<file path="src/rtl/lock_indicator_pkg.sv">
// Shared encodings and defaults for the password-lock output side: state codes,
// default timing constants and the per-state output decode.
package lock_indicator_pkg;

    typedef enum logic [2:0] {
        ST_IDLE    = 3'd0,
        ST_OK_HOLD = 3'd1,
        ST_ERR_ON  = 3'd2,
        ST_ERR_OFF = 3'd3,
        ST_LOCKED  = 3'd4
    } state_t;

    localparam int DEF_HOLD_CYCLES  = 100_000_000;
    localparam int DEF_BLINK_CYCLES = 25_000_000;
    localparam int DEF_ERR_BLINKS   = 3;
    localparam int DEF_MAX_FAILS    = 3;
    localparam int DEF_CNT_W        = 27;

    typedef struct packed {
        logic led_ok;
        logic led_err;
        logic buzzer;
        logic alarm;
        logic busy;
    } outs_t;

    function automatic outs_t state_outs(input state_t s);
        outs_t o;
        o = '0;
        case (s)
            ST_OK_HOLD: begin o.led_ok = 1'b1; o.busy = 1'b1; end
            ST_ERR_ON:  begin o.led_err = 1'b1; o.buzzer = 1'b1; o.busy = 1'b1; end
            ST_ERR_OFF: o.busy = 1'b1;
            ST_LOCKED:  begin
                o.led_err = 1'b1;
                o.buzzer  = 1'b1;
                o.alarm   = 1'b1;
                o.busy    = 1'b1;
            end
            default:    o = '0;
        endcase
        return o;
    endfunction

    // States in which the shared timer is counting down.
    function automatic logic is_timed(input state_t s);
        return (s == ST_OK_HOLD) || (s == ST_ERR_ON) || (s == ST_ERR_OFF);
    endfunction

endpackage

</file>
<file path="src/rtl/lock_indicator_cycle_timer.sv">
// Loadable down-counter shared by the OK hold and ERR blink phases; parks at zero
// whenever it is not running so it can never wrap.
module cycle_timer #(
    parameter int CNT_W = 27
) (
    input  logic             clk,
    input  logic             rst,
    input  logic             i_load,
    input  logic [CNT_W-1:0] i_load_val,
    input  logic             i_run,
    output logic             o_expire
);

    logic [CNT_W-1:0] r_cnt;

    always_ff @(posedge clk or posedge rst) begin
        if (rst) begin
            r_cnt <= '0;
        end else if (i_load) begin
            r_cnt <= i_load_val;
        end else if (!i_run) begin
            r_cnt <= '0;
        end else if (r_cnt != '0) begin
            r_cnt <= r_cnt - 1'b1;
        end
    end

    assign o_expire = (r_cnt == '0);

endmodule

</file>
<file path="src/rtl/lock_indicator.sv">
// Turns single-cycle ok/err/clr verdict pulses into timed LED/buzzer signals and
// latches an alarm lockout after MAX_FAILS consecutive failures.
module lock_indicator
    import lock_indicator_pkg::*;
#(
    parameter int HOLD_CYCLES  = DEF_HOLD_CYCLES,
    parameter int BLINK_CYCLES = DEF_BLINK_CYCLES,
    parameter int ERR_BLINKS   = DEF_ERR_BLINKS,
    parameter int MAX_FAILS    = DEF_MAX_FAILS,
    parameter int CNT_W        = DEF_CNT_W
) (
    input  logic clk,
    input  logic rst,
    input  logic ok_pulse,
    input  logic err_pulse,
    input  logic clr_pulse,
    output logic led_ok,
    output logic led_err,
    output logic buzzer,
    output logic alarm,
    output logic busy
);

    localparam int FAIL_W = $clog2(MAX_FAILS + 1);
    localparam int IDX_W  = (ERR_BLINKS > 1) ? $clog2(ERR_BLINKS) : 1;

    localparam logic [CNT_W-1:0]  HOLD_LOAD  = CNT_W'(HOLD_CYCLES - 1);
    localparam logic [CNT_W-1:0]  BLINK_LOAD = CNT_W'(BLINK_CYCLES - 1);
    localparam logic [FAIL_W-1:0] FAIL_MAX   = FAIL_W'(MAX_FAILS);
    localparam logic [IDX_W-1:0]  LAST_IDX   = IDX_W'(ERR_BLINKS - 1);

    state_t            r_state;
    logic [FAIL_W-1:0] r_fails;
    logic [IDX_W-1:0]  r_idx;
    outs_t             r_out;

    state_t            w_next;
    logic [FAIL_W-1:0] w_fails_next;
    logic [FAIL_W-1:0] w_fails_inc;
    logic [IDX_W-1:0]  w_idx_next;
    logic              w_load;
    logic [CNT_W-1:0]  w_load_val;
    logic              w_run;
    logic              w_expire;

    cycle_timer #(
        .CNT_W (CNT_W)
    ) u_timer (
        .clk        (clk),
        .rst        (rst),
        .i_load     (w_load),
        .i_load_val (w_load_val),
        .i_run      (w_run),
        .o_expire   (w_expire)
    );

    // err has priority over ok; any pulse restarts its sequence from scratch.
    always_comb begin
        w_next       = r_state;
        w_fails_next = r_fails;
        w_idx_next   = r_idx;
        w_load       = 1'b0;
        w_load_val   = BLINK_LOAD;
        w_fails_inc  = (r_fails == FAIL_MAX) ? r_fails : r_fails + 1'b1;

        if (r_state == ST_LOCKED) begin
            if (clr_pulse) begin
                w_next       = ST_IDLE;
                w_fails_next = '0;
            end
        end else if (err_pulse) begin
            w_fails_next = w_fails_inc;
            if (w_fails_inc == FAIL_MAX) begin
                w_next = ST_LOCKED;
            end else begin
                w_next     = ST_ERR_ON;
                w_idx_next = '0;
                w_load     = 1'b1;
            end
        end else if (ok_pulse) begin
            w_fails_next = '0;
            w_next       = ST_OK_HOLD;
            w_load       = 1'b1;
            w_load_val   = HOLD_LOAD;
        end else if (w_expire) begin
            case (r_state)
                ST_OK_HOLD: w_next = ST_IDLE;
                ST_ERR_ON: begin
                    if (r_idx == LAST_IDX) begin
                        w_next = ST_IDLE;
                    end else begin
                        w_next = ST_ERR_OFF;
                        w_load = 1'b1;
                    end
                end
                ST_ERR_OFF: begin
                    w_next     = ST_ERR_ON;
                    w_idx_next = r_idx + 1'b1;
                    w_load     = 1'b1;
                end
                default: w_next = r_state;
            endcase
        end

        w_run = is_timed(w_next);
    end

    always_ff @(posedge clk or posedge rst) begin
        if (rst) begin
            r_state <= ST_IDLE;
            r_fails <= '0;
            r_idx   <= '0;
            r_out   <= '0;
        end else begin
            r_state <= w_next;
            r_fails <= w_fails_next;
            r_idx   <= w_idx_next;
            r_out   <= state_outs(w_next);
        end
    end

    assign led_ok  = r_out.led_ok;
    assign led_err = r_out.led_err;
    assign buzzer  = r_out.buzzer;
    assign alarm   = r_out.alarm;
    assign busy    = r_out.busy;

endmodule

</file>
<file path="config.mk">
export PLATFORM = sky130hd
export DESIGN_NAME = lock_indicator
export DESIGN_NICKNAME = d
export VERILOG_FILES = /design/src/rtl/lock_indicator_pkg.sv /design/src/rtl/lock_indicator_cycle_timer.sv /design/src/rtl/lock_indicator.sv
export SDC_FILE = /design/constraint.sdc
export NUM_CORES = 1
export LEC_CHECK = 0
export CORE_UTILIZATION = 25
export DETAILED_ROUTE_END_ITERATION = 7
export PLACE_DENSITY = 0.39
export SYNTH_ARGS = -nofsm -noshare
export SYNTH_HDL_FRONTEND = slang
export SYNTH_SLANG_ARGS = --single-unit
</file>
<file path="constraint.sdc">
create_clock -name clk -period 3.7 [get_ports clk]
set_clock_uncertainty 0.05 [all_clocks]
set_input_delay 0.74 -clock clk [delete_from_list [all_inputs] [get_ports clk]]
set_output_delay 0.74 -clock clk [all_outputs]
set_load 0.05 [all_outputs]
</file>
# Word-level counts from Yosys, hierarchy flattened
# Index checks and enable logic that the tools add are counted.
dict set report classes {
  add_sub_neg 3
  n_eq_ne 15
  muxes 35
  bitwise 1
  n_reduce_logical 11
}
# operator count
set op_table {}
lappend op_table {{$mux 27} 6}
lappend op_table {{$logic_not 27->1} 1}
lappend op_table {{$reduce_bool 27->1} 1}
lappend op_table {{$sub 27x1->27 const B} 1}
lappend op_table {{$mux 2} 12}
lappend op_table {{$mux 3} 6}
lappend op_table {{$eq 3x2->1 const B} 4}
lappend op_table {{$mux 1} 9}
lappend op_table {{$pmux 3 s3} 1}
lappend op_table {{$eq 2x2->1 const B} 3}
lappend op_table {{$eq 3x1->1 const B} 2}
lappend op_table {{$eq 3x3->1 const B} 2}
lappend op_table {{$reduce_and 5->1} 1}
lappend op_table {{$add 2x1->2 const B} 2}
lappend op_table {{$ne 2x2->1 const B} 2}
lappend op_table {{$reduce_bool 2->1} 2}
lappend op_table {{$reduce_or 4->1} 1}
lappend op_table {{$ne 3x2->1 const B} 1}
lappend op_table {{$reduce_bool 3->1} 1}
lappend op_table {{$logic_or 1x1->1} 2}
lappend op_table {{$ne 2x1->1 const B} 1}
lappend op_table {{$pmux 1 s2} 1}
lappend op_table {{$reduce_and 2->1} 1}
lappend op_table {{$reduce_or 2->1} 1}
lappend op_table {{$not 1->1} 1}
dict set report word_totals {
  register_bits 39
  in_bits 5
  word_cells 74
}

# Longest topological paths before layout
# Gate-level depths: netlist of the first run.
dict set report depth {
  word_depth 12
  ltp_mapped 9
  mapped_depth_nobuf 8
}

# Modules after synthesis
# From an unflattened synthesis of the first run, not the netlist that was laid out.
dict set report unflattened {
  hier_cells 250
  hier_area_um2 2287.2
}
# mod n_inst cells_per_inst area_per_inst_um2
set by_module_without_submodules {}
lappend by_module_without_submodules {cycle_timer 1 188 1636.6}
lappend by_module_without_submodules {lock_indicator 1 62 650.6}

# Worst setup path before layout of the first run
# OpenSTA, ideal clock, no wires.
dict set report synth_path {
  path_kind {reg2reg}
  from {reg u_timer.r_cnt[9]}
  to {reg u_timer.r_cnt[4]}
  setup_time_ps 146
  arrival_time_ps 2400
  required_time_ps 3504
  path_slack_ps 1104
  path_stages_with_launch 9
  path_buffers 2
  period_less_slack_ps 2596
  path_cell_list {dfrtp_1 > or4_4 > or4_1 > buf_2 > o31ai_1 > o311ai_2 > nand2_1 > buf_6 > o21ai_0}
}
dict set report synth_via {
  elab_chain_len 10
}
# item line
set synth_rtl {}
lappend synth_rtl {{from (decl)} lock_indicator_cycle_timer.sv:14} ;# logic [CNT_W-1:0] r_cnt;
lappend synth_rtl {{from (signal assigned)} lock_indicator_cycle_timer.sv:20} ;# r_cnt <= i_load_val;
lappend synth_rtl {{from (signal assigned)} lock_indicator_cycle_timer.sv:24} ;# r_cnt <= r_cnt - 1'b1;
lappend synth_rtl {{$logic_not 27->1} lock_indicator_cycle_timer.sv:28} ;# assign o_expire = (r_cnt == '0);
lappend synth_rtl {{$mux 3} lock_indicator.sv:85} ;# end else if (w_expire) begin
lappend synth_rtl {{$mux 3} lock_indicator.sv:80} ;# end else if (ok_pulse) begin
lappend synth_rtl {{$mux 3} lock_indicator.sv:71} ;# end else if (err_pulse) begin
lappend synth_rtl {{$mux 3} lock_indicator.sv:66} ;# if (r_state == ST_LOCKED) begin
lappend synth_rtl {{$eq 3x1->1 / $eq 3x2->1 (equally long branches)} lock_indicator_pkg.sv:47} ;# return (s == ST_OK_HOLD) || (s == ST_ERR_ON) || (s == ST_ERR_OFF);
lappend synth_rtl {{$logic_or 1x1->1 (2 in series)} lock_indicator_pkg.sv:47}
lappend synth_rtl {{$mux 27} lock_indicator_cycle_timer.sv:21} ;# end else if (!i_run) begin
lappend synth_rtl {{$mux 27} lock_indicator_cycle_timer.sv:19} ;# end else if (i_load) begin
# Parallel ways exist; a longest one is shown, timed or not.
# A chain may end at the register's enable or synchronous reset.

# Final worst setup path of the first run
dict set report layout_path {
  from {reg u_timer.r_cnt[9]}
  to {reg u_timer.r_cnt[2]}
}
# Same word-level chain as after synthesis.

==> results of run 1 <==
## cells in the final DEF (no fill, tap or decap), types with 3 or more instances in the layout
master / netlist / layout
ha_1: 3 / 3
or3_1: 4 / 4
o21ai_0: 19 / 19
nor3b_1: 3 / 3
xor2_1: 3 / 3
inv_1: 10 / 10
a21oi_1: 14 / 14
clkdlybuf4s50_1: 0 / 9
buf_4: 1 / 4
nor2_1: 24 / 24
dfrtp_1: 38 / 38
mux2i_1: 3 / 3
clkbuf_8: 0 / 6
nand2_1: 10 / 10
xnor2_1: 19 / 19
nand2b_1: 5 / 5
nor3_1: 20 / 20
## area by class of cell
| class | count | share of cell area |
|---|---|---|
| Inverter | 10 | 0.0152 |
| Timing Repair Buffer | 13 | 0.0488 |
| Sequential cell | 38 | 0.386 |
| Clock inverter | 2 | 0.0244 |
| Tap cell | 105 | 0.0533 |
| Clock buffer | 6 | 0.0335 |
| Multi-Input combinational cell | 169 | 0.439 |
## cell families (layout without fill, tap and decap cells)
group | after synthesis | in the layout
AND/OR/NAND/NOR | 88 | 88
buffers and inverters | 17 | 31
AO/OA/AOI/OAI | 53 | 53
adder cells (fa/ha/maj) | 3 | 3
flip-flops | 38 | 38
XOR/XNOR | 22 | 22
multiplexers | 3 | 3
## worst max-delay path, stage by stage, from the launching register on
cell	delay, ns
dfrtp_1	0.43
or4_4	0.58
or4_1	0.65
o31ai_1	0.37
o311ai_2	0.22
nand2_1	0.38
o21ai_0	0.18
## per-layer routing
metal	routed length (um)	part of all wire	vias to the layer above
met1	2580	0.52	768
li1	-	-	820
met2	2230	0.45	19
met3	122	0.025	2
met5	0	0	-
met4	39	0.0078	0
## path summary, 6_finish.rpt
path | endpoint | slack, ns | cells past startpoint
min in group asynchronous | u_timer.r_cnt[9] | 0.71 | 2
setup / recovery | u_timer.r_cnt[2] | 0.71 | 6
hold reg to reg | u_timer.r_cnt[0] | 0.45 | 1
hold / removal | u_timer.r_cnt[0] | 0.45 | 1
max in group asynchronous | u_timer.r_cnt[7] | 2.14 | 3
setup reg to reg | u_timer.r_cnt[2] | 0.71 | 6
## power by group
group / switching, mW / leakage (nW) / internal [mW]
combinational: 0.443 / 0.423 / 0.275
clock: 0.155 / 0.0714 / 0.288
sequential: 0.140 / 0.465 / 0.564
## per-stage QoR
| step | cell area, um^2 | instances | worst slack [ns] |
|---|---|---|---|
| floorplan | 2110 | 224 | 1.10 |
| global placement | 2320 | 335 | 0.568 |
| detailed placement | 2320 | 335 | 0.555 |
| CTS | 2460 | 343 | 0.656 |
| global route | 2460 | 343 | 0.543 |
| finish | 2460 | 343 | 0.707 |
## cell usage after synthesis, types with 2 or more instances
cell	number	area, um^2
a21oi_1	14	70.1
buf_2	2	10.0
clkbuf_1	3	11.3
dfrtp_1	38	951
ha_1	3	37.5
inv_1	10	37.5
mux2i_1	3	30.0
nand2_1	10	37.5
nand2b_1	5	31.3
nand3_1	2	10.0
nand3b_1	2	15.0
nor2_1	24	90.1
nor3_1	20	100
nor3b_1	3	22.5
nor4_1	2	12.5
o21a_1	2	15.0
o21ai_0	19	95.1
o21ai_1	2	10.0
o31ai_1	2	15.0
or2_2	2	12.5
or3_1	4	25.0
or4_1	2	15.0
xnor2_1	19	166
xor2_1	3	26.3
## flip-flops by register name, indices dropped and copies added (netlist names)
name           count
led_ok             1
u_timer.r_cnt     27
busy               1
r_state            3
alarm              1
buzzer             1
r_fails            2
r_idx              2
==> results.yml, run 1 <==
routing:
  wire_per_inst_um: 14.5
  drt_iter0_markers: 65
  firstDrtPassIters: 4
  num_vias: 1609
  wl_um: 4970
  ant_nets: 0
  remaining_drc_errors: 0
  vias_per_cell: 4.69
timing:
  slew_headroom: 0.556
  period_minus_slack_ns: 2.99
  rsz0062_at_grt: "no"
  tns_ns: 0
  holdWs_ns: 0.453
  slew_violations: 0
  fmax_mhz: 334
  finalCritPeriodShare: 0.809
  tightest_slew_ns: 0.664
  setup_viol: 0
  hold_violations: 0
synth:
  synth_fa_ha_area_frac: 0.0178
  synth_edf_count: 0
  syn-num-nets: 232
  synth_cells: 224
  synth.avg_cell_area_um2: 9.42
  yosys_warnings: 0
  yosysUniqueCellTypes: 52
  ys_ff_latch: 38
  muxShareOfSynthArea: 0.0142
  yosys.area_share.xor_xnor: 0.0913
  synth-compound-area-share: 0.159
  synth_top_family_by_area: "simple AND/OR/NAND/NOR gates"
  yosys_most_used_dff: "dfrtp_1"
  seq_area_frac_synth: 0.451
  netlist_area_um2: 2110
  synthSimpleGateAreaFrac: 0.230
  async_reset_ff_frac: 1.00
clock_tree:
  insertion_delay_ns: 0.29
  cts-resized-gates: 0
  numCtsBuffers: 5
  cts_setup_buffers: 0
  cts_buffer_depth: 2
  cts.sinks: 38
  cts_tree: "yes"
  ctsHoldBuffers: 0
  ctsRootBufferMaster: "clkbuf_8"
  clk_pin_slew_worst_paths_ns: 0.08
  htreeDepth: 2
worst_setup_path:
  setup.worst_path.start: "u_timer.r_cnt[9]"
  start_kind: "register"
  worstSetupPathType: "register to register"
  crit_fanout: 11
  r2r-start: "u_timer.r_cnt[9]"
  worst_setup_path_end_kind: "register"
  required_ns: 3.80
  cp.arrival_ns: 3.10
floorplan:
  start_util: 0.258
  die-area_um2: 8810
  die_w_um: 93.9
  fp.coreArea_um2: 8180
  ios: 10
  fp.dieH_um: 93.9
  row_count: 33
global_routing:
  grt_remaining_overflow: 0
  grt-busiest-layer: "met2"
  grt_use_met1: 0.179
  grt_pass1_wl_um: 8670
  grt_pass1_vias: 1709
  grt.total_usage: 0.129
  grt_util_met2: 0.203
  grt_util_met3: 0.0251
  antenna_found_initial: 0
  grt_max_degree: 27
outcome:
  outcome: "finished clean"
pwr:
  cellPowerDensity_nw_per_um2: 757
  power_mw: 1.86
  irDropWorstVdd_mv: 0.262
  power_leakage_nw: 0.959
worst_hold_path:
  hold_start: "u_timer.r_cnt[0]"
  holdCritPathClass: "register to register"
cells_and_area:
  seq_area_um2: 951
  num_antenna_cells: 0
  area_growth_syn_to_layout_pct: 16.8
  layout-drive-gt1-share: 0.101
  post-route-util: 0.301
  n_fill_cell: 861
  multi_input_area_um2: 1080
  nets: 245
placed_design:
  hpwlAfterDp_um: 3650
  port_buffers: 9
  place.gp.congestion: 0.778
run:
  maxCapViolations: 0
No activity file was read; power rests on OpenSTA's default activity.
==> run 2, diff against run 1 <==
Clock period 3.7 ns to 2.8 ns, I/O delays scaled along.
==> results.yml, run 2 (synthesis results as in run 1) <==
cells_and_area:
  finalInstanceArea_um2: 2540
  multi_input_area_um2: 1110
  area_growth_syn_to_layout_pct: 20.4
  post-route-util: 0.311
  reg_top3: "u_timer.r_cnt (27), r_state (3)"
  num_antenna_cells: 0
  final_common_cell: "dfrtp_1"
  layout-drive-gt1-share: 0.155
  top_register: "u_timer.r_cnt"
  largest_reg_flops: 27
  final_cell_mix: "dfrtp_1 (38), nor2_1 (24), nor3_1 (20)"
  nets: 258
  n_fill_cell: 892
  seq_area_um2: 951
pwr:
  p_sw_frac: 0.419
  power_frac_clock: 0.171
  irDropWorstVdd_mv: 0.265
  combPwrFrac: 0.436
  power_mw: 2.36
  pwr-share-seq: 0.394
  intPower_mw: 1.37
  power_switching_mw: 0.990
  power_leakage_nw: 1.01
  cellPowerDensity_nw_per_um2: 929
worst_setup_path:
  start_kind: "register"
  cp_cell_sequence: "or4_4 -> or4_4 -> o31ai_2 -> o311ai_4 -> buf_4 -> nand3_1 -> a21oi_1"
  r2r_slack_ns: 0.18
  cp_common_cell: "or4_4"
  crit_fanout: 6
  reg2reg_to: "u_timer.r_cnt[11]"
  cpPeakStageDelay_ns: 0.55
  rr_worst_depth: 7
  cp.depth: 7
  endpoint: "u_timer.r_cnt[11]"
  worst_setup_path_end_kind: "register"
  required_ns: 2.92
  cp.arrival_ns: 2.74
  crit_family: "simple AND/OR/NAND/NOR gates"
  r2r-start: "u_timer.r_cnt[10]"
  cp_slowest_cell: "or4_4"
  worstSetupPathType: "register to register"
  setup.worst_path.start: "u_timer.r_cnt[10]"
  worst-path-buf-inv: 1
clock_tree:
  cts_tree: "yes"
  cts_setup_buffers: 0
  insertion_delay_ns: 0.29
  htreeDepth: 2
  numCtsBuffers: 5
  ctsRootBufferMaster: "clkbuf_8"
  cts.sinks: 38
  cts_buffer_depth: 2
  clk_pin_slew_worst_paths_ns: 0.08
floorplan:
  row_count: 33
  die-area_um2: 8810
  fp.dieH_um: 93.9
  start_util: 0.258
  ios: 10
  die_w_um: 93.9
  fp.coreArea_um2: 8180
placed_design:
  hpwlAfterDp_um: 3630
  place_ws_ns: -0.0415
  port_buffers: 9
  dpl_cell_area_um2: 2420
  place.gp.congestion: 0.756
routing:
  wire_per_inst_um: 14.2
  firstDrtPassIters: 4
  remaining_drc_errors: 0
  vias_per_cell: 4.67
  ant_nets: 0
  drt_iter0_markers: 93
  num_vias: 1664
  wl_um: 5050
outcome:
  outcome: "finished clean"
timing:
  setup_viol: 0
  rsz0062_at_grt: "no"
  hold_violations: 0
  fmax_mhz: 382
  slew_headroom: 0.659
  tightest_slew_ns: 0.512
  slew_violations: 0
  period_minus_slack_ns: 2.62
  finalCritPeriodShare: 0.936
  setup_slack_ns: 0.180
run:
  maxCapViolations: 0
global_routing:
  grt-busiest-layer: "met2"
  grt_remaining_overflow: 0
  grt_pass1_vias: 1734
  grt_pass1_wl_um: 8640
  grt.total_usage: 0.129
  grt_max_degree: 39
  grt_use_met1: 0.176
  antenna_found_initial: 0
  grt_util_met2: 0.202
  grt_util_met3: 0.0251
worst_hold_path:
  holdCritPathClass: "register to register"
==> run 2: layout make-up <==
class / instances / share of cell area
Clock inverter: 2 / 0.00493
Multi-Input combinational cell: 169 / 0.436
Inverter: 10 / 0.0148
Timing Repair Buffer: 26 / 0.0857
Clock buffer: 6 / 0.0325
Sequential cell: 38 / 0.374
Tap cell: 105 / 0.0517
==> run 2: routing by layer <==
layer,wire length [um],share of wire
met2,2260,0.45
met4,62,0.012
met1,2620,0.52
met5,0,0
met3,98,0.019
==> run 2: how the worst min path moves through the flow <==
stage	slack, ns	endpoint	depth (start not counted)	start
final	0.46	u_timer.r_cnt[0]	1	u_timer.r_cnt[0]
after global routing	0.50	r_idx[1]	2	r_idx[1]
after detailed placement	0.46	r_idx[1]	2	r_idx[1]
after CTS	0.48	u_timer.r_cnt[0]	1	u_timer.r_cnt[0]
after global placement	0.45	u_timer.r_cnt[0]	1	u_timer.r_cnt[0]
after floorplan	0.41	u_timer.r_cnt[0]	1	u_timer.r_cnt[0]
==> run 2: what timing repair did <==
item                                    in CTS  in global routing
endpoints found under the setup margin       3                 15
pin swaps                                    0                  1
resized for setup                            2                  2
hold buffers                                 0                  0
==> run 2: worst reg2reg max path: stages (launching register included) <==
cell	delay, ns
dfrtp_1	0.42
or4_4	0.53
or4_4	0.55
o31ai_2	0.33
o311ai_4	0.19
buf_4	0.19
nand3_1	0.18
a21oi_1	0.06
==> run 2: power by group through the flow <==
| stage | clock network, mW | logic (mW) | registers, mW |
|---|---|---|---|
| CTS | 0.428 | 1.04 | 0.929 |
| global route | 0.444 | 1.15 | 0.966 |
| global placement | 0 | 1.02 | 0.944 |
| finish | 0.403 | 1.03 | 0.929 |
| floorplan | 0 | 0.653 | 0.970 |
| detailed placement | 0 | 1.02 | 0.939 |
==> run 2: metrics by stage <==
stage / cells / setup TNS (ns) / hold slack [ns]
floorplan: 224 / 0 / 0.409
global placement: 348 / 0 / 0.455
detailed placement: 348 / -0.0415 / 0.459
CTS: 356 / 0 / 0.476
global route: 356 / 0 / 0.498
finish: 356 / 0 / 0.463
==> run 3, diff against run 2 <==
Clock period 2.8 ns to 2.76 ns, I/O delays scaled along.
==> results.yml, run 3 (synthesis results as in run 1) <==
clock_tree:
  htreeDepth: 2
  cts_setup_buffers: 0
  cts_buffer_depth: 2
  insertion_delay_ns: 0.29
  ctsRootBufferMaster: "clkbuf_8"
  cts.sinks: 38
  cts_tree: "yes"
  clk_pin_slew_worst_paths_ns: 0.08
  ctsHoldBuffers: 0
  numCtsBuffers: 5
cells_and_area:
  reg_top3: "u_timer.r_cnt (27), r_state (3)"
  top_register: "u_timer.r_cnt"
  largest_reg_flops: 27
  post-route-util: 0.313
  final_common_cell: "dfrtp_1"
  layout-drive-gt1-share: 0.162
  final_cell_mix: "dfrtp_1 (38), nor2_1 (24)"
  num_antenna_cells: 0
  finalNonFillerCells: 358
  nets: 260
  area_growth_syn_to_layout_pct: 21.2
worst_setup_path:
  worst_setup_path_end_kind: "register"
  start_kind: "register"
  worstSetupPathType: "register to register"
  r2r-start: "u_timer.r_cnt[9]"
  crit_fanout: 6
  required_ns: 2.88
  setup.worst_path.start: "u_timer.r_cnt[9]"
  rr_worst_depth: 7
  reg2reg_to: "u_timer.r_cnt[19]"
  cp.arrival_ns: 2.73
  r2r_slack_ns: 0.15
outcome:
  outcome: "finished clean"
timing:
  setup_viol: 0
  finalCritPeriodShare: 0.944
  period_minus_slack_ns: 2.61
  slew_violations: 0
  slew_headroom: 0.660
  fmax_mhz: 384
  tightest_slew_ns: 0.509
  hold_violations: 0
  holdWs_ns: 0.461
global_routing:
  grt_pass1_vias: 1700
  grt.total_usage: 0.136
  grt_remaining_overflow: 0
  grt_max_degree: 39
  grt_pass1_wl_um: 8960
  antenna_found_initial: 0
placed_design:
  port_buffers: 9
  dp_cells: 350
  place.gp.congestion: 0.766
  hpwlAfterDp_um: 3700
floorplan:
  fp.coreArea_um2: 8180
  die-area_um2: 8810
  ios: 10
  row_count: 33
  fp.dieH_um: 93.9
  die_w_um: 93.9
  start_util: 0.258
routing:
  remaining_drc_errors: 0
  num_vias: 1654
  wire_per_inst_um: 14.4
  ant_nets: 0
  vias_per_cell: 4.62
  firstDrtPassIters: 4
  drt_iter0_markers: 104
  wl_um: 5150
pwr:
  power_leakage_nw: 1.02
  cellPowerDensity_nw_per_um2: 939
  irDropWorstVdd_mv: 0.288
run:
  maxCapViolations: 0
worst_hold_path:
  hold_start: "u_timer.r_cnt[0]"
  holdCritPathClass: "register to register"
  hold_end: "u_timer.r_cnt[0]"
  hold_depth: 1
run 3: changes by cell type in the layout (fill, tap and decap cells not counted), sizes merged:
cell	before	now
clkinvlp	1	0
clkbuf	6	7
buf	17	19
run 3: where the power goes:
part	total (mW)	internal, mW	switching, mW
Sequential	0.949	0.756	0.192
Clock	0.402	0.202	0.200
Combinational	1.05	0.435	0.614
run 3: worst max-delay path by stage:
stage                                    to  depth (start not counted)  slack (ns)
after floorplan            u_timer.r_cnt[4]                          8        0.16
after global placement    u_timer.r_cnt[15]                          6       -0.02
after detailed placement  u_timer.r_cnt[15]                          6      -0.005
after CTS                 u_timer.r_cnt[13]                          7       0.003
after global routing      u_timer.r_cnt[14]                          7      -0.004
final                     u_timer.r_cnt[19]                          7        0.15
run 3: critical path, cell delays in order, from the launching register on:
cell	delay, ns
dfrtp_1	0.39
or4_4	0.54
or4_4	0.55
o31ai_2	0.34
o311ai_4	0.19
buf_4	0.19
nand3_1	0.18
a21oi_1	0.06
run 3: cell type report:
cell class	count	area, um^2
Fill cell	865	5620
Multi-Input combinational cell	169	1110
Sequential cell	38	951
Timing Repair Buffer	28	233
Tap cell	105	131
Clock buffer	7	86.3
Inverter	10	37.5
Clock inverter	1	5.00
run 3: repair_timing:
item	in CTS	in global routing
resized for setup	3	2
cloned	0	0
setup endpoints to repair	4	21
pin swaps	1	1
run 3: metal layers:
metal  vias up  wire length [um]  GRT usage
met5         -                 0          0
met4         0                72     0.0423
met3         5               120     0.0243
met2        18              2270      0.206
met1       787              2690      0.194
li1        844                 -          -
run 3: stage by stage:
step           setup TNS, ns  instance area, um^2  power, mW  setup WS (ns)
2_1_floorplan              0                 2110       1.65          0.164
3_3_place_gp         -0.0212                 2430       2.00        -0.0212
3_5_place_dp        -0.00525                 2430       1.99       -0.00525
4_1_cts                    0                 2550       2.44        0.00313
5_1_grt             -0.00375                 2560       2.61       -0.00375
6_report                   0                 2560       2.40          0.155
==> variant 1 (config.mk and constraints of run 1) <==
Change the package constant `DEF_CNT_W` from 27 to 54.
--- a/src/rtl/lock_indicator_pkg.sv
+++ b/src/rtl/lock_indicator_pkg.sv
@@ -16,3 +16,3 @@
     localparam int DEF_MAX_FAILS    = 3;
-    localparam int DEF_CNT_W        = 27;
+    localparam int DEF_CNT_W        = 54;
 
Function: no difference found for any inputs over 10 cycles, from zero or initial values and one cycle with rst high; that may be too few to reach the edited logic, so the function may still have changed.
==> variant 1 against run 1 <==
The run now ends with design-rule violations left. Routed wire length up 79%. Sequential cell count up 27. Total power up 46%. Via count up 70%. Setup slack worse by 0.057 ns. Synthesized area up 79%. Design area up 76%. Maximum frequency down 1.9%. Sequential power up 48%. Highest routed layer unchanged.
==> variant 1: results (changes against run 1) <==
Setup path
  • Crit-path slowest cell: or4_4 (was or4_1)
  • Data arrival, critical path: 3.18 ns (was 3.10 ns)
  • Critical Path Fanout Max: 38 (was 11)
  • Reg2Reg Capture Point: u_timer.r_cnt[19] (was u_timer.r_cnt[2])
  • Slack of the worst reg-to-reg path: 0.65 ns (was 0.71 ns)
  • Critical Path Start: u_timer.r_cnt[6] (was u_timer.r_cnt[9])
  • CP max stage delay: 0.71 ns (was 0.65 ns)
  • R2R cell count: 7 (was 6)

CTS
  • Latest clock arrival within the worst-skew pair: 0.33 ns (was 0.29 ns)
  • TritonCTS Buffers: 9 (was 5)
  • Clock slew at reported path FFs: 0.05 ns (was 0.08 ns)
  • Root Buffer: clkbuf_16 (was clkbuf_8)
  • Clk buf depth: 2 (unchanged)
  • CTS H-tree lvls: 3 (was 2)

Power
  • Leak pwr: 0.00168 µW (was 0.000959 µW)
  • VDD IR max: 0.391 mV (was 0.262 mV)

Logic synthesis
  • Post-Synth XOR/XNOR Area: 11.6% (was 9.13%)
  • Commonest cells in the synthesized netlist: dfrtp_1 (65), nor2_1 (52), xnor2_1 (34) (was dfrtp_1 (38), nor2_1 (24), nor3_1 (20))
  • Syn Nets: 384 (was 232)
  • Sequential element share of the synthesized area: 43.1% (was 45.1%)
  • Synth cell types: 63 (was 52)
  • Largest family of logic cells by synthesized area: simple AND/OR/NAND/NOR gates (unchanged)
  • Synth area leaders: dfrtp_1 (43%), xnor2_1 (7.9%), nor2_1 (5.2%), xor2_1 (3.7%), o21ai_0 (2.8%) (was dfrtp_1 (45%), xnor2_1 (7.9%), nor3_1 (4.7%), o21ai_0 (4.5%), nor2_1 (4.3%))
  • Synth Area in Compound Gates: 13.0% (was 15.9%)
  • Multiplexer share of the synthesized area: 0.863% (was 1.42%)
  • Post-synthesis adder-cell area fraction: 0.996% (was 1.78%)

Routing
  • Vias: 2742 (was 1609)
  • Routed wire per std cell: 15.4 µm (was 14.5 µm)
  • # DRC: 2 (was 0)
  • 1st-iter DRT viols: 130 (was 65)

Placement
  • Dpl hpwl: 6120 µm (was 3650 µm)
  • Final RePlAce weighted congestion: 0.731 (was 0.778)

Outcome
  • Failing checks: design-rule violations
  • Status: finished with violations (was completed)

Cells and area
  • Largest regs: u_timer.r_cnt x54, r_state x3 (was u_timer.r_cnt x27, r_state x3)
  • Layout cells sized above 1: 14.2% (was 10.1%)
  • Nets: 398 (was 245)

Global route
  • Maximum number of pins on one net before global-route repair: 43 (was 27)
  • Vias in the first global route: 2902 (was 1709)
  • GRT Overall Usage: 12.8% (was 12.9%)

Timing
  • Worst-case headroom to the max-slew limit: 38.4% (was 55.6%)
## variant 1: changes by cell type after synthesis, sizes merged, moves of 8 or more
cell / run 1 / this run
nor4: 2 / 20
a21oi: 14 / 6
nand2: 10 / 19
xor2: 3 / 16
nor2: 24 / 53
nor3: 21 / 13
xnor2: 19 / 34
nand3: 3 / 11
dfrtp: 38 / 65
## variant 1: metrics by stage
| step | setup WS [ns] | instances |
|---|---|---|
| finish | 0.651 | 579 |
| global route | 0.344 | 579 |
| CTS | 0.610 | 579 |
| detailed placement | 0.353 | 563 |
| global placement | 0.410 | 563 |
| floorplan | 1.22 | 376 |
## variant 1: power breakdown
part	internal [µW]	leakage [µW]	total (µW)	switching, µW
combinational	304	0.000687	799	495
sequential	864	0.000840	1040	177
clock	576	0.000153	879	303
total	1740	0.00168	2720	976
## variant 1: area by class of cell
type | instances | area, µm²
multi-input cells | 282 | 1960
inverters | 12 | 45.0
well taps | 184 | 230
repair buffers | 20 | 173
fillers | 1542 | 10300
flip-flops and latches | 65 | 1630
clock inverters | 2 | 35.0
clock buffers | 14 | 274
## variant 1: how the worst min path moves through the flow
stage                     cells past startpoint                end  slack [ns]         startpoint
after floorplan                               2         r_fails[1]        0.44         r_fails[1]
after global routing                          2  u_timer.r_cnt[53]        0.52  u_timer.r_cnt[53]
after global placement                        1         r_fails[0]        0.47         r_fails[0]
after detailed placement                      1         r_fails[0]        0.47         r_fails[0]
final                                         1         r_fails[0]        0.48         r_fails[0]
after CTS                                     1         r_fails[0]        0.49         r_fails[0]
## variant 1: layer usage
metal | vias up | track usage, % | routed length, µm
met4 | 0 | 3.05 | 74
met1 | 1342 | 17.1 | 4490
met3 | 5 | 3.61 | 225
li1 | 1371 | - | -
met2 | 24 | 20.5 | 4120
met5 | - | 0 | 0
==> variant 2 (config.mk and constraints of run 1) <==
Without the edit above. The 5 states of `state_t` get a one-hot encoding in 5 bits.
--- a/src/rtl/lock_indicator_pkg.sv
+++ b/src/rtl/lock_indicator_pkg.sv
@@ -4,8 +4,8 @@
 
-    typedef enum logic [2:0] {
-        ST_IDLE    = 3'd0,
-        ST_OK_HOLD = 3'd1,
-        ST_ERR_ON  = 3'd2,
-        ST_ERR_OFF = 3'd3,
-        ST_LOCKED  = 3'd4
+    typedef enum logic [4:0] {
+        ST_IDLE    = 5'b00001,
+        ST_OK_HOLD = 5'b00010,
+        ST_ERR_ON  = 5'b00100,
+        ST_ERR_OFF = 5'b01000,
+        ST_LOCKED  = 5'b10000
     } state_t;
Behaviour: no difference found for any inputs over 10 cycles, from zero or initial values and one cycle with rst high; not proved beyond that.
==> variant 2 against run 1 <==
Combinational power rose by 28%. Clock power fell by 17%. Setup slack got worse by 0.048 ns. First-iteration DRC count rose by 12%. Design area rose by 17%. Via count rose by 27%. Sequential cell count rose by 2. Global-route usage rose by 1.6 points. Total power rose by 10%. Routed wire length rose by 36%. Synthesized area rose by 19%. Non-clock buffer count rose by 7. Critical path type is now in2reg. Critical endpoint is now u_timer.r_cnt[14]. Largest power group unchanged.
==> variant 2: results (changes against run 1) <==
Placement
  • Pre-CTS WS: 0.357 ns (was 0.555 ns)
  • # port buffers: 9 (unchanged)
  • Dpl hpwl: 4840 µm (was 3650 µm)
  • Final RePlAce weighted congestion: 0.813 (was 0.778)

Global route
  • Met2 global-route usage: 23.3% (was 20.3%)
  • Initial antenna violation count: 0 (unchanged)
  • Met1 Use GR: 19.8% (was 17.9%)
  • Gr ovfl total: 0 (unchanged)
  • GRT Overall Usage: 14.5% (was 12.9%)
  • Vias in the first global route: 2071 (was 1709)
  • Met3 usage: 2.53% (was 2.51%)
  • Global-route wire length before repair: 11400 µm (was 8670 µm)
  • Maximum number of pins on one net before global-route repair: 31 (was 27)

CTS
  • Post_cts resized: 0 (unchanged)
  • CTS H-tree lvls: 2 (unchanged)
  • Postcts setup bufs: 0 (unchanged)
  • TritonCTS Buffers: 5 (unchanged)
  • Root Buffer: clkbuf_8 (unchanged)
  • Clock slew at reported path FFs: 0.09 ns
  • Latest clock arrival within the worst-skew pair: 0.30 ns

Setup path
  • Critical Path Fanout Max: 27 (was 11)
  • Data arrival, critical path: 3.18 ns (was 3.10 ns)
  • Largest delay share family, worst path: simple AND/OR/NAND/NOR gates (unchanged)
  • CP max stage delay: 0.60 ns (was 0.65 ns)
  • Crit-path slowest cell: clkdlybuf4s50_1 (was or4_1)

Logic synthesis
  • Synth cell types: 57 (was 52)
  • Main synth FF type: dfrtp_1 (unchanged)
  • Synth area leaders: dfrtp_1 (39%), xnor2_1 (4.9%), o31ai_1 (4.5%), xor2_1 (3.8%), nor2_1 (3.4%) (was dfrtp_1 (45%), xnor2_1 (7.9%), nor3_1 (4.7%), o21ai_0 (4.5%), nor2_1 (4.3%))
  • Sequential element share of the synthesized area: 40.0% (was 45.1%)
  • Ys Warns: 0 (unchanged)
  • Syn Nets: 267 (was 232)
  • Synth async-reset ratio: 100% (unchanged)
  • Commonest cells in the synthesized netlist: dfrtp_1 (39), nor2_1 (23), o31ai_1 (15) (was dfrtp_1 (38), nor2_1 (24), nor3_1 (20))

Timing
  • Final setup violation count: 0 (unchanged)
  • Slew @ Worst Pin: 0.636 ns (was 0.664 ns)

Routing
  • 1st-iter DRT viols: 73 (was 65)
  • Routed wire per std cell: 16.6 µm (was 14.5 µm)
  • First-pass iteration count of the detailed router: 5 (was 4)
  • Vias/cell: 5.00 (was 4.69)

Cells and area
  • Nets: 281 (was 245)
  • Largest Register: u_timer.r_cnt (unchanged)
  • Ant diodes: 0 (unchanged)
  • Layout cells sized above 1: 13.9% (was 10.1%)
  • Largest regs: u_timer.r_cnt x27, r_state x5 (was u_timer.r_cnt x27, r_state x3)
  • Fillers: 1058 (was 861)

Power
  • Leak pwr: 0.00107 µW (was 0.000959 µW)
  • VDD IR max: 0.240 mV (was 0.262 mV)

Outcome
  • Status: completed (unchanged)
[variant 2: cell count changes after synthesis, moves of 6 or more]
cell      before  now
o31ai_1        2   15
a21oi_1       14    4
o211ai_1       0    6
nand3_1        2    8
nor3_1        20   13
xor2_1         3   11
[variant 2: final cells by class]
class                      count  area (µm²)  share of cell area [%]
clock buffer                   6        72.6                    2.52
clock inverter                 2        35.0                    1.22
inverter                       8        30.0                    1.04
multi-input combinational    198        1400                    48.6
sequential                    40        1000                    34.8
tap                          133         166                    5.78
timing repair buffer          20         173                    6.00
[variant 2: path summary, 6_finish.rpt]
path / start / endpoint / slack (ns) / cells past startpoint
min in group asynchronous: rst / busy / 0.62 / 2
setup / recovery: err_pulse / u_timer.r_cnt[14] / 0.66 / 8
hold reg to reg: u_timer.r_cnt[0] / u_timer.r_cnt[0] / 0.48 / 1
max in group asynchronous: rst / u_timer.r_cnt[7] / 2.25 / 3
setup reg to reg: u_timer.r_cnt[14] / u_timer.r_cnt[14] / 0.83 / 8
hold / removal: u_timer.r_cnt[0] / u_timer.r_cnt[0] / 0.48 / 1
[variant 2: per-layer routing]
metal	share of wire, %	routed length, µm	vias up
met2	47	3140	27
met5	0	0	-
met1	50	3350	1005
li1	-	-	997
met4	1.5	101	0
met3	2.3	157	8
[variant 2: stage by stage]
| step | hold slack [ns] | cells | total power [µW] | instance area, µm² |
|---|---|---|---|---|
| 2_1_floorplan | 0.424 | 259 | 1420 | 2510 |
| 3_5_place_dp | 0.470 | 399 | 1700 | 2770 |
| 3_3_place_gp | 0.475 | 399 | 1710 | 2770 |
| 4_1_cts | 0.482 | 407 | 2080 | 2880 |
| 5_1_grt | 0.534 | 407 | 2220 | 2880 |
| 6_report | 0.478 | 407 | 2060 | 2880 |
[variant 2: report_power, final]
| group | switching, µW | internal [µW] | total [µW] |
|---|---|---|---|
| Clock | 166 | 201 | 366 |
| Combinational | 569 | 351 | 920 |
| Sequential | 181 | 590 | 771 |
[variant 2: cell families after synthesis]
kind of cell / after synthesis / synth area share (%)
XOR/XNOR: 25 / 8.74
AO/OA/AOI/OAI: 63 / 18.9
AND/OR/NAND/NOR: 105 / 25.8
multiplexers: 2 / 0.899
buffers and inverters: 21 / 4.14
adder cells (fa/ha/maj): 3 / 1.50
flip-flops: 40 / 40.0
